File: src/rtl/apb_seq_pkg.sv
// Shared types for the APB command sequencer: opcodes, response codes,
// FSM states and the packed command record carried through the FIFO.
package apb_seq_pkg;

    localparam int CMD_ADDR_W = 8;
    localparam int CMD_DATA_W = 32;

    typedef enum logic [1:0] {
        OP_WRITE   = 2'd0,
        OP_READ    = 2'd1,
        OP_POLL    = 2'd2,
        OP_ILLEGAL = 2'd3
    } op_e;

    typedef enum logic [1:0] {
        ERR_OK      = 2'd0,
        ERR_TIMEOUT = 2'd1,
        ERR_POLL    = 2'd2,
        ERR_ILLEGAL = 2'd3
    } err_e;

    typedef enum logic [2:0] {
        S_IDLE,
        S_SETUP,
        S_ACCESS,
        S_POLL_WAIT,
        S_RESP
    } state_e;

    typedef struct packed {
        op_e                   op;
        logic [CMD_ADDR_W-1:0] addr;
        logic [CMD_DATA_W-1:0] wdata;
        logic [CMD_DATA_W-1:0] mask;
    } cmd_t;

    function automatic logic poll_match(
        input logic [CMD_DATA_W-1:0] rdata,
        input logic [CMD_DATA_W-1:0] expv,
        input logic [CMD_DATA_W-1:0] mask
    );
        return ((rdata ^ expv) & mask) == '0;
    endfunction

endpackage

File: src/rtl/apb_cmd_fifo.sv
// Synchronous FIFO holding queued commands.
// Ports: push/din in, pop/dout (head) out, full/empty flags.
module apb_cmd_fifo #(
    parameter int WIDTH = 8,
    parameter int DEPTH = 4
) (
    input  logic             clk,
    input  logic             reset,
    input  logic             push,
    input  logic [WIDTH-1:0] din,
    input  logic             pop,
    output logic [WIDTH-1:0] dout,
    output logic             full,
    output logic             empty
);

    localparam int AW = $clog2(DEPTH);

    // Extra pointer bit tells full from empty when indices match.
    logic [AW:0]      wptr;
    logic [AW:0]      rptr;
    logic [WIDTH-1:0] mem [DEPTH];
    logic             do_push;
    logic             do_pop;

    assign empty   = (wptr == rptr);
    assign full    = (wptr[AW] != rptr[AW]) &&
                     (wptr[AW-1:0] == rptr[AW-1:0]);
    assign do_push = push && !full;
    assign do_pop  = pop && !empty;
    assign dout    = mem[rptr[AW-1:0]];

    always_ff @(posedge clk) begin
        if (reset) begin
            wptr <= '0;
            rptr <= '0;
        end else begin
            if (do_push) wptr <= wptr + (AW+1)'(1);
            if (do_pop)  rptr <= rptr + (AW+1)'(1);
        end
    end

    always_ff @(posedge clk) begin
        if (do_push) mem[wptr[AW-1:0]] <= din;
    end

endmodule

File: src/rtl/apb_cmd_sequencer.sv
// APB master executing queued WRITE/READ/POLL commands with wait-state
// timeout and per-command responses.
// Ports: cmd_* (command in), rsp_* (response out), busy, APB master.
module apb_cmd_sequencer
    import apb_seq_pkg::*;
#(
    parameter int ADDR_W      = CMD_ADDR_W,
    parameter int DATA_W      = CMD_DATA_W,
    parameter int CMD_DEPTH   = 4,
    parameter int TIMEOUT_CYC = 256,
    parameter int POLL_MAX    = 1024,
    parameter int POLL_GAP    = 4
) (
    input  logic              clk,
    input  logic              reset,
    input  logic              cmd_valid,
    output logic              cmd_ready,
    input  logic [1:0]        cmd_op,
    input  logic [ADDR_W-1:0] cmd_addr,
    input  logic [DATA_W-1:0] cmd_wdata,
    input  logic [DATA_W-1:0] cmd_mask,
    output logic              rsp_valid,
    input  logic              rsp_ready,
    output logic [1:0]        rsp_op,
    output logic [DATA_W-1:0] rsp_rdata,
    output logic [1:0]        rsp_err,
    output logic              busy,
    output logic [ADDR_W-1:0] PADDR,
    output logic              PWRITE,
    output logic              PSEL,
    output logic              PENABLE,
    output logic [DATA_W-1:0] PWDATA,
    input  logic [DATA_W-1:0] PRDATA,
    input  logic              PREADY
);

    localparam int TW = (TIMEOUT_CYC > 0) ? $clog2(TIMEOUT_CYC + 1) : 1;
    localparam int PW = $clog2(POLL_MAX + 1);
    localparam int GW = (POLL_GAP > 0) ? $clog2(POLL_GAP + 1) : 1;

    localparam logic [TW-1:0] TO_LAST =
        TW'((TIMEOUT_CYC > 0) ? TIMEOUT_CYC - 1 : 0);
    localparam logic [PW-1:0] PM_LAST  = PW'(POLL_MAX - 1);
    localparam logic [GW-1:0] GAP_LAST =
        GW'((POLL_GAP > 0) ? POLL_GAP - 1 : 0);

    state_e            state;
    state_e            state_d;
    cmd_t              cmd_in;
    cmd_t              head;
    cmd_t              cmd_q;
    logic              full;
    logic              empty;
    logic              pop;
    logic              rsp_ld;
    err_e              err_d;
    err_e              err_q;
    logic [DATA_W-1:0] rdata_d;
    logic [DATA_W-1:0] rdata_q;
    logic              wait_clr;
    logic              wait_inc;
    logic              att_inc;
    logic              gap_clr;
    logic              gap_inc;
    logic [TW-1:0]     wait_cnt;
    logic [PW-1:0]     att_cnt;
    logic [GW-1:0]     gap_cnt;
    logic              hit;

    always_comb begin
        cmd_in.op    = op_e'(cmd_op);
        cmd_in.addr  = cmd_addr;
        cmd_in.wdata = cmd_wdata;
        cmd_in.mask  = cmd_mask;
    end

    apb_cmd_fifo #(
        .WIDTH ($bits(cmd_t)),
        .DEPTH (CMD_DEPTH)
    ) u_fifo (
        .clk   (clk),
        .reset (reset),
        .push  (cmd_valid),
        .din   (cmd_in),
        .pop   (pop),
        .dout  (head),
        .full  (full),
        .empty (empty)
    );

    assign cmd_ready = !full;
    assign rsp_valid = (state == S_RESP);
    assign rsp_op    = cmd_q.op;
    assign rsp_rdata = rdata_q;
    assign rsp_err   = err_q;
    assign busy      = !empty || (state != S_IDLE);
    assign hit       = poll_match(PRDATA, cmd_q.wdata, cmd_q.mask);

    always_ff @(posedge clk) begin
        if (reset) state <= S_IDLE;
        else       state <= state_d;
    end

    always_comb begin
        state_d  = state;
        pop      = 1'b0;
        rsp_ld   = 1'b0;
        err_d    = ERR_OK;
        rdata_d  = '0;
        wait_clr = 1'b0;
        wait_inc = 1'b0;
        att_inc  = 1'b0;
        gap_clr  = 1'b0;
        gap_inc  = 1'b0;
        PSEL     = 1'b0;
        PENABLE  = 1'b0;
        PADDR    = '0;
        PWRITE   = 1'b0;
        PWDATA   = '0;

        unique case (state)
            S_IDLE: begin
                if (!empty) begin
                    pop = 1'b1;
                    if (head.op == OP_ILLEGAL) begin
                        rsp_ld = 1'b1;
                        err_d  = ERR_ILLEGAL;
                    end else begin
                        state_d = S_SETUP;
                    end
                end
            end
            S_SETUP: begin
                PSEL     = 1'b1;
                PADDR    = cmd_q.addr;
                PWRITE   = (cmd_q.op == OP_WRITE);
                PWDATA   = PWRITE ? cmd_q.wdata : '0;
                wait_clr = 1'b1;
                state_d  = S_ACCESS;
            end
            S_ACCESS: begin
                PSEL    = 1'b1;
                PENABLE = 1'b1;
                PADDR   = cmd_q.addr;
                PWRITE  = (cmd_q.op == OP_WRITE);
                PWDATA  = PWRITE ? cmd_q.wdata : '0;
                // A completing edge takes priority over the timeout.
                if (PREADY) begin
                    unique case (cmd_q.op)
                        OP_POLL: begin
                            if (hit) begin
                                rsp_ld  = 1'b1;
                                rdata_d = PRDATA;
                            end else if (att_cnt == PM_LAST) begin
                                rsp_ld  = 1'b1;
                                err_d   = ERR_POLL;
                                rdata_d = PRDATA;
                            end else begin
                                att_inc = 1'b1;
                                if (POLL_GAP > 0) begin
                                    gap_clr = 1'b1;
                                    state_d = S_POLL_WAIT;
                                end else begin
                                    state_d = S_SETUP;
                                end
                            end
                        end
                        OP_READ: begin
                            rsp_ld  = 1'b1;
                            rdata_d = PRDATA;
                        end
                        default: rsp_ld = 1'b1;
                    endcase
                end else if (TIMEOUT_CYC > 0 && wait_cnt == TO_LAST) begin
                    rsp_ld = 1'b1;
                    err_d  = ERR_TIMEOUT;
                end else begin
                    wait_inc = 1'b1;
                end
            end
            S_POLL_WAIT: begin
                if (gap_cnt == GAP_LAST) state_d = S_SETUP;
                else                     gap_inc = 1'b1;
            end
            S_RESP: begin
                if (rsp_ready) state_d = S_IDLE;
            end
            default: state_d = S_IDLE;
        endcase

        if (rsp_ld) state_d = S_RESP;
    end

    always_ff @(posedge clk) begin
        if (reset) begin
            cmd_q    <= '0;
            err_q    <= ERR_OK;
            rdata_q  <= '0;
            wait_cnt <= '0;
            att_cnt  <= '0;
            gap_cnt  <= '0;
        end else begin
            if (pop) cmd_q <= head;
            if (rsp_ld) begin
                err_q   <= err_d;
                rdata_q <= rdata_d;
            end
            if (wait_clr)      wait_cnt <= '0;
            else if (wait_inc) wait_cnt <= wait_cnt + TW'(1);
            if (pop)          att_cnt <= '0;
            else if (att_inc) att_cnt <= att_cnt + PW'(1);
            if (gap_clr)      gap_cnt <= '0;
            else if (gap_inc) gap_cnt <= gap_cnt + GW'(1);
        end
    end

endmodule
File: config.mk
export PLATFORM = sky130hd
export DESIGN_NAME = apb_cmd_sequencer
export DESIGN_NICKNAME = d
export VERILOG_FILES = /design/src/rtl/apb_seq_pkg.sv /design/src/rtl/apb_cmd_fifo.sv /design/src/rtl/apb_cmd_sequencer.sv
export SDC_FILE = /design/constraint.sdc
export NUM_CORES = 1
export LEC_CHECK = 0
export ABC_AREA = 1
export BUFFER_PORTS_ARGS = -buffer_cell sky130_fd_sc_hd__buf_2
export CAP_MARGIN = 20
export CORE_UTILIZATION = 55
export CTS_BUF_LIST = sky130_fd_sc_hd__clkbuf_4 sky130_fd_sc_hd__clkbuf_8
export DETAILED_ROUTE_END_ITERATION = 8
export PLACE_DENSITY = 0.78
export SKIP_CTS_REPAIR_TIMING = 1
export SYNTH_ARGS = -nofsm -noshare
export SYNTH_HDL_FRONTEND = slang
export SYNTH_SLANG_ARGS = --single-unit
File: constraint.sdc
create_clock -name clk -period 5.4 [get_ports clk]
set_clock_uncertainty 0.05 [all_clocks]
set_input_delay 1.35 -clock clk [delete_from_list [all_inputs] [get_ports clk]]
set_output_delay 1.35 -clock clk [all_outputs]
set_load 0.1 [all_outputs]
# After elaboration in Yosys (flattened, before gate mapping)
# Memory sizes are Yosys's and may differ from the RTL's. A register that Yosys moved wholly into a read port is not among the register bits.
# Index checks and enable logic that the tools add are counted.
dict set report classes {
  add_sub_neg 5
  eq_ne 29
  mux 54
  n_bitwise 2
  reduce_logical 17
}
# operator n
set op_table {}
lappend op_table {{$mux W32} 6}
lappend op_table {{$pmux W32 S2} 1}
lappend op_table {{$and A32 B32 Y32} 1}
lappend op_table {{$logic_not A32 Y1} 1}
lappend op_table {{$xor A32 B32 Y32} 1}
lappend op_table {{$mux W3} 9}
lappend op_table {{$mux W1} 26}
lappend op_table {{$ne A3 B3 Y1 const B} 6}
lappend op_table {{$mux W2} 8}
lappend op_table {{$reduce_and A8 Y1} 2}
lappend op_table {{$pmux W3 S5} 1}
lappend op_table {{$ne A2 B2 Y1 const B} 6}
lappend op_table {{$add A11 B1 Y11 const B} 1}
lappend op_table {{$eq A11 B10 Y1 const B} 1}
lappend op_table {{$reduce_or A2 Y1} 5}
lappend op_table {{$add A3 B1 Y3 const B} 3}
lappend op_table {{$add A9 B1 Y9 const B} 1}
lappend op_table {{$eq A3 B2 Y1 const B} 3}
lappend op_table {{$eq A9 B8 Y1 const B} 1}
lappend op_table {{$mux W8} 1}
lappend op_table {{$eq A2 B2 Y1 const B} 2}
lappend op_table {{$ne A2 B1 Y1 const B} 2}
lappend op_table {{$pmux W2 S2} 1}
lappend op_table {{$eq A3 B1 Y1 const B} 1}
lappend op_table {{other kinds (14)} 17}
dict set report word_totals {
  regBits 140
  ramBits 296
  elab_cells 121
  memories 1
}
# name depth word_bits rd rd_clocked_by_memory_dff wr line
set mem_list {}
lappend mem_list {u_fifo.mem 4 74 1 1 1 apb_cmd_fifo.sv:22} ;# logic [WIDTH-1:0] mem [DEPTH];

# Logic depth before layout (Yosys ltp)
dict set report logic_depth {
  word_depth 9
  depth_mapped 15
  mapped_depth_nobuf 15
}

# Hierarchy
# A second synthesis with hierarchy kept.
dict set report hier_totals {
  cells_unflattened 1785
  hier_area_um2 18261.3
}
# module n_inst cells_per_inst area_per_inst_um2 seq_area_each_um2
set modules_own_cells {}
lappend modules_own_cells {apb_cmd_fifo 1 791 11436.0 9048.7}
lappend modules_own_cells {apb_cmd_sequencer 1 994 6825.3 2682.6}

# Worst setup path after synthesis
# Ideal clock, no wire load.
dict set report synth_timing {
  path_kind {reg-to-reg}
  from {register u_fifo.wptr[1]}
  to {memory u_fifo.mem[3][0] in the netlist's numbering (enable)}
  setup_ns 0.510
  t_arrival_ns 4.827
  t_required_ns 4.840
  setup_slack_ns 0.013
  path_stages_with_launch 5
  path_buffers 0
  cell_sequence {dfxtp_1 xnor2_1 nand3_1 nand2_1 nor2_1}
}
dict set report synth_between {
  elab_chain_len 6
}
# item line
set synth_lines {}
lappend synth_lines {{start, declared} apb_cmd_fifo.sv:20} ;# logic [AW:0] wptr;
lappend synth_lines {{start signal, assigned} apb_cmd_fifo.sv:38} ;# if (do_push) wptr <= wptr + (AW+1)'(1);
lappend synth_lines {{$eq A2 B2 Y1} apb_cmd_fifo.sv:28} ;# (wptr[AW-1:0] == rptr[AW-1:0]);
lappend synth_lines {{$logic_and A1 B1 Y1} apb_cmd_fifo.sv:27} ;# assign full = (wptr[AW] != rptr[AW]) &&
lappend synth_lines {{$logic_not A1 Y1} --}
lappend synth_lines {{via cmd_ready} apb_cmd_sequencer.sv:17} ;# output logic cmd_ready,
lappend synth_lines {{$logic_and A1 B1 Y1} apb_cmd_fifo.sv:29} ;# assign do_push = push && !full;
lappend synth_lines {{$mux W1} apb_cmd_fifo.sv:44} ;# if (do_push) mem[wptr[AW-1:0]] <= din;
lappend synth_lines {{$mux W1 (not written as such)} apb_cmd_fifo.sv:44}
lappend synth_lines {{end, declared} apb_cmd_fifo.sv:22}
# The timed path passes the listed nets, and every way through them passes these cells.

# Worst setup path after layout
dict set report layout_timing {
  from {register state[0]}
  to {output PWDATA[18]}
}
dict set report layout_between {
  elab_chain_len 3
  word_cells_on_any_way 4
}
# item line
set layout_lines {}
lappend layout_lines {{start, declared} apb_cmd_sequencer.sv:47} ;# state_e state;
lappend layout_lines {{start signal, assigned} apb_cmd_sequencer.sv:101} ;# else state <= state_d;
lappend layout_lines {{$eq A3 B2 Y1 or $eq A3 B1 Y1 (tied branches)} apb_cmd_sequencer.sv:121} ;# unique case (state)
lappend layout_lines {{$reduce_or A2 Y1 (no line) *} --}
lappend layout_lines {{$mux W32 *} --}
lappend layout_lines {{end, declared} apb_cmd_sequencer.sv:32} ;# output logic [DATA_W-1:0] PWDATA,
# Every way passes the cells marked *; elsewhere a longest branch is shown, timed or not.

==> qor_table.md <==
| Quantity | Reported |
|---|---|
| Detail-routed net length per standard cell | 19.25 um |
| Number of vias after detailed routing | 13.61k |
| Final setup margin | 1429 ps |
| Final Slew Violations | 0 |
| Antenna-violating nets left | 0 |
| Sort of element at the start of the critical path | register |
| Clock root buffer | clkbuf_8 |
| Endpoint type of the worst setup path | output pin |
| RR Endpoint | state[2] |
| Per-instance average area after synthesis | 10.23 um2 |
| Synth top area cells | edfxtp_1, dfxtp_1, nor2_1 |
| Area growth from synthesis to layout | 15.13% |
| Clock Pin Slew Worst Setup and Hold Paths | 60 ps |
| Maximum frequency from static timing analysis | 251.8 MHz |
| Max transition margin | 29.37% |
| Leading cell type in the layout, fill and taps excluded | nor2_1 |
| Transition time of the tightest slew-check pin | 1059 ps |
| Number of warnings reported in the yosys synthesis log | 0 |
| Fraction of final layout cells sized beyond drive strength 1 | 19.43% |
| Final Hold Vio Count | 0 |
| Die X-Extent | 182.1 um |
| Skew-Pair Late Insertion Delay | 610 ps |
| Max Cap Violations | 0 |
| Die Ht | 182.1 um |
| Area of the core | 0.03172 mm2 |
| Floorplan die area | 0.03316 mm2 |
| Met2 track demand over resource in global routing | 44.55% |
| Number of clock buffers inserted by TritonCTS | 69 |
| Ratio of final minimum period to clock period | 73.54% |
| Number of buffers and inverters on the critical path | 2 |
| Post-route DRC | 0 |
| Internal reg-to-reg setup slack | 2130 ps |
| CTS tree | yes |
| Cells traversed along the worst timing path | nor2_1 > nand2_2 > nand2_1 > nand2_1 > buf_4 > nor2_1 > buf_2 |
| Initial cell density of the core | 56.25% |
| Hold/Removal Path Class | register to register |
| Run status | complete, no violations |
| Final-stage net count | 2,045 |
| Number of vias per cell | 5.705 |
| Cell area after placement | 0.01905 mm2 |
| Filler cell count in the final layout | 2,490 |
| Sequential cell area fraction in the yosys report | 65.75% |
| Global-route wire length before repair | 70.37 mm |
| Non-Filler Cell Area, Final | 0.02054 mm2 |
| Worst slack at placement | 1803 ps |
| DRT Pass-1 Iters | 5 |
| Fin Setup TNS | 0 ps |
| H-Tree Depth | 3 |
| Number of buffers added on ports | 192 |
| Max Root-Sink Buffers | 3 |
| Power per Cell Area | 529.1 mW/mm2 |
| GRT met1 Usage | 35.89% |
| Top Usage Layer GRT | met2 |
| Number of instances in the synthesized netlist | 1,744 |
| GRT Overall Usage | 27.57% |
| Met3 track demand over resource | 6.426% |
| Initial DRC count | 1,345 |
| Number of standard-cell rows in the floorplan | 65 |
| Max IR drop VDD | 0.4471 mV |
| CP top delay family | simple AND/OR/NAND/NOR gates |
| Worst hold path depth | 2 |
| Leakage component of the power | 0.007885 uW |
| Minimum clock period after layout | 3971 ps |
| Antenna violations before repair | 12 |
| Highest-count cells in the layout ignoring fill and taps | nor2_1, edfxtp_1, o21ai_0 |
| Delay of the slowest cell on the worst path | 490 ps |
| Post-synthesis instance area | 0.01784 mm2 |
| Cell type contributing the most total cell area after synthesis | edfxtp_1 |
| Gp weighted congestion | 0.9238 |
| Hold EP | att_cnt[10] |
| Count of pins on the block boundary | 193 |
| CP Data Arrival Time | 2570 ps |
| Crit-path max FO | 33 |
| Number of global-route vias before repair | 12.93k |
| HP Start | att_cnt[10] |
| Critical path type | register to output pin |
| Number of synthesized register bits | 438 |
| Cell type of the slowest stage on the worst timing path | buf_2 |
| Net count of the mapped netlist | 1,868 |
| Global route overflow | 0 |
| Number of setup violations in the final report | 0 |
| Maximum number of pins on one net before global-route repair | 111 |
| Setup repair after global routing missed its margin | no |
| Worst R2R Path Depth | 10 |
| Wire length reported by the detailed router | 45.91 mm |
| Share of the synthesized area in the top cell type | 49.82% |
| Number of distinct standard cells referenced by the synthesized netlist | 38 |
| Detailed placer's ending HPWL | 28.03 mm |
| Required time reported for the critical path endpoint | 4000 ps |
| Clock net sink count | 438 |
## final cells by class
type	count	area (um2)	share of cell area (%)
Inverter	121	465.4	2.266
Clock inverter	24	182.7	0.8893
Tap cell	402	503.0	2.449
Sequential cell	438	11740	57.14
Antenna cell	7	17.52	0.08528
Timing Repair Buffer	208	1151	5.604
Multi-Input combinational cell	1083	5219	25.41
Clock buffer	102	1266	6.164
## routing by layer
metal	share of wire [%]	up-vias	wire [um]
met2	48	661	22030
met5	0.078	-	36
met1	40	6462	18180
met4	3.1	6	1416
met3	9.2	103	4244
li1	-	6375	-
## worst reg2reg max path, cell delays in order (launching register included)
cell,delay (ps)
dfxtp_2,950
buf_4,660
nand3_1,190
nand2_1,180
nor2_4,70
inv_4,280
nand2_4,110
inv_4,420
nand2_1,120
nand2_1,90
inv_1,50
## Yosys cell counts, drive strengths merged
cell / instances
or2: 3
nand3: 81
a31oi: 73
o21ai: 261
dfxtp: 142
nor3: 8
edfxtp: 296
nand4: 36
nor3b: 1
nand3b: 1
nor2: 407
clkbuf: 57
ha: 13
o21ba: 1
buf: 45
inv: 118
a21oi: 25
clkinv: 3
nand2: 158
o22ai: 2
mux2i: 1
xnor2: 5
o2111ai: 1
xor2: 6
## how the worst max path moves through the flow
stage | endpoint | slack (ps) | from | depth (start not counted)
6_report | PWDATA[18] | 1430 | state[0] | 7
5_1_grt | PWDATA[18] | 1280 | state[0] | 7
4_1_cts | PWDATA[18] | 1470 | state[0] | 7
3_5_place_dp | rsp_rdata[0] | 1800 | PRDATA[23] | 14
3_3_place_gp | state[2] | 1840 | PRDATA[21] | 16
2_1_floorplan | u_fifo.mem[3][0] | 10 | u_fifo.wptr[1] | 4
## cell families (layout without fill, tap and decap cells)
kind of cell,Yosys count,in the layout,synth area share (%)
flops,438,438,65.75
compound gates,363,363,11.37
other cells,0,7,0
simple gates,695,695,16.19
xor+xnor,11,11,0.5400
buf+inv,223,455,5.182
mux,1,1,0.05610
fa+ha+maj,13,13,0.9117
## where the power goes
group	internal [uW]	total (uW)	switching [uW]
Clock	1580	2890	1310
Sequential	4060	4450	391
Combinational	814	3530	2720
## stage by stage
stage                     util, %  instances  hold slack, ps  total power (uW)
after floorplan                 -       1744           364.7              7109
after global placement      60.05       2251           374.2              7873
after detailed placement    60.05       2251           390.0              7989
after CTS                   64.62       2377           401.3             10860
after global routing        64.75       2384           425.1             11440
final                       64.76       2385           403.0             10870
## sequential cells by signal, summed over array words and instances, names as in the netlist, named ones only
register     count
rsp_err          2
gap_cnt          3
u_fifo.mem     296
cmd_q           72
u_fifo.rptr      3
u_fifo.wptr      3
rsp_op           2
wait_cnt         9
att_cnt         11
state            3
rsp_rdata       32
No activity file was read; power rests on OpenSTA's default activity.
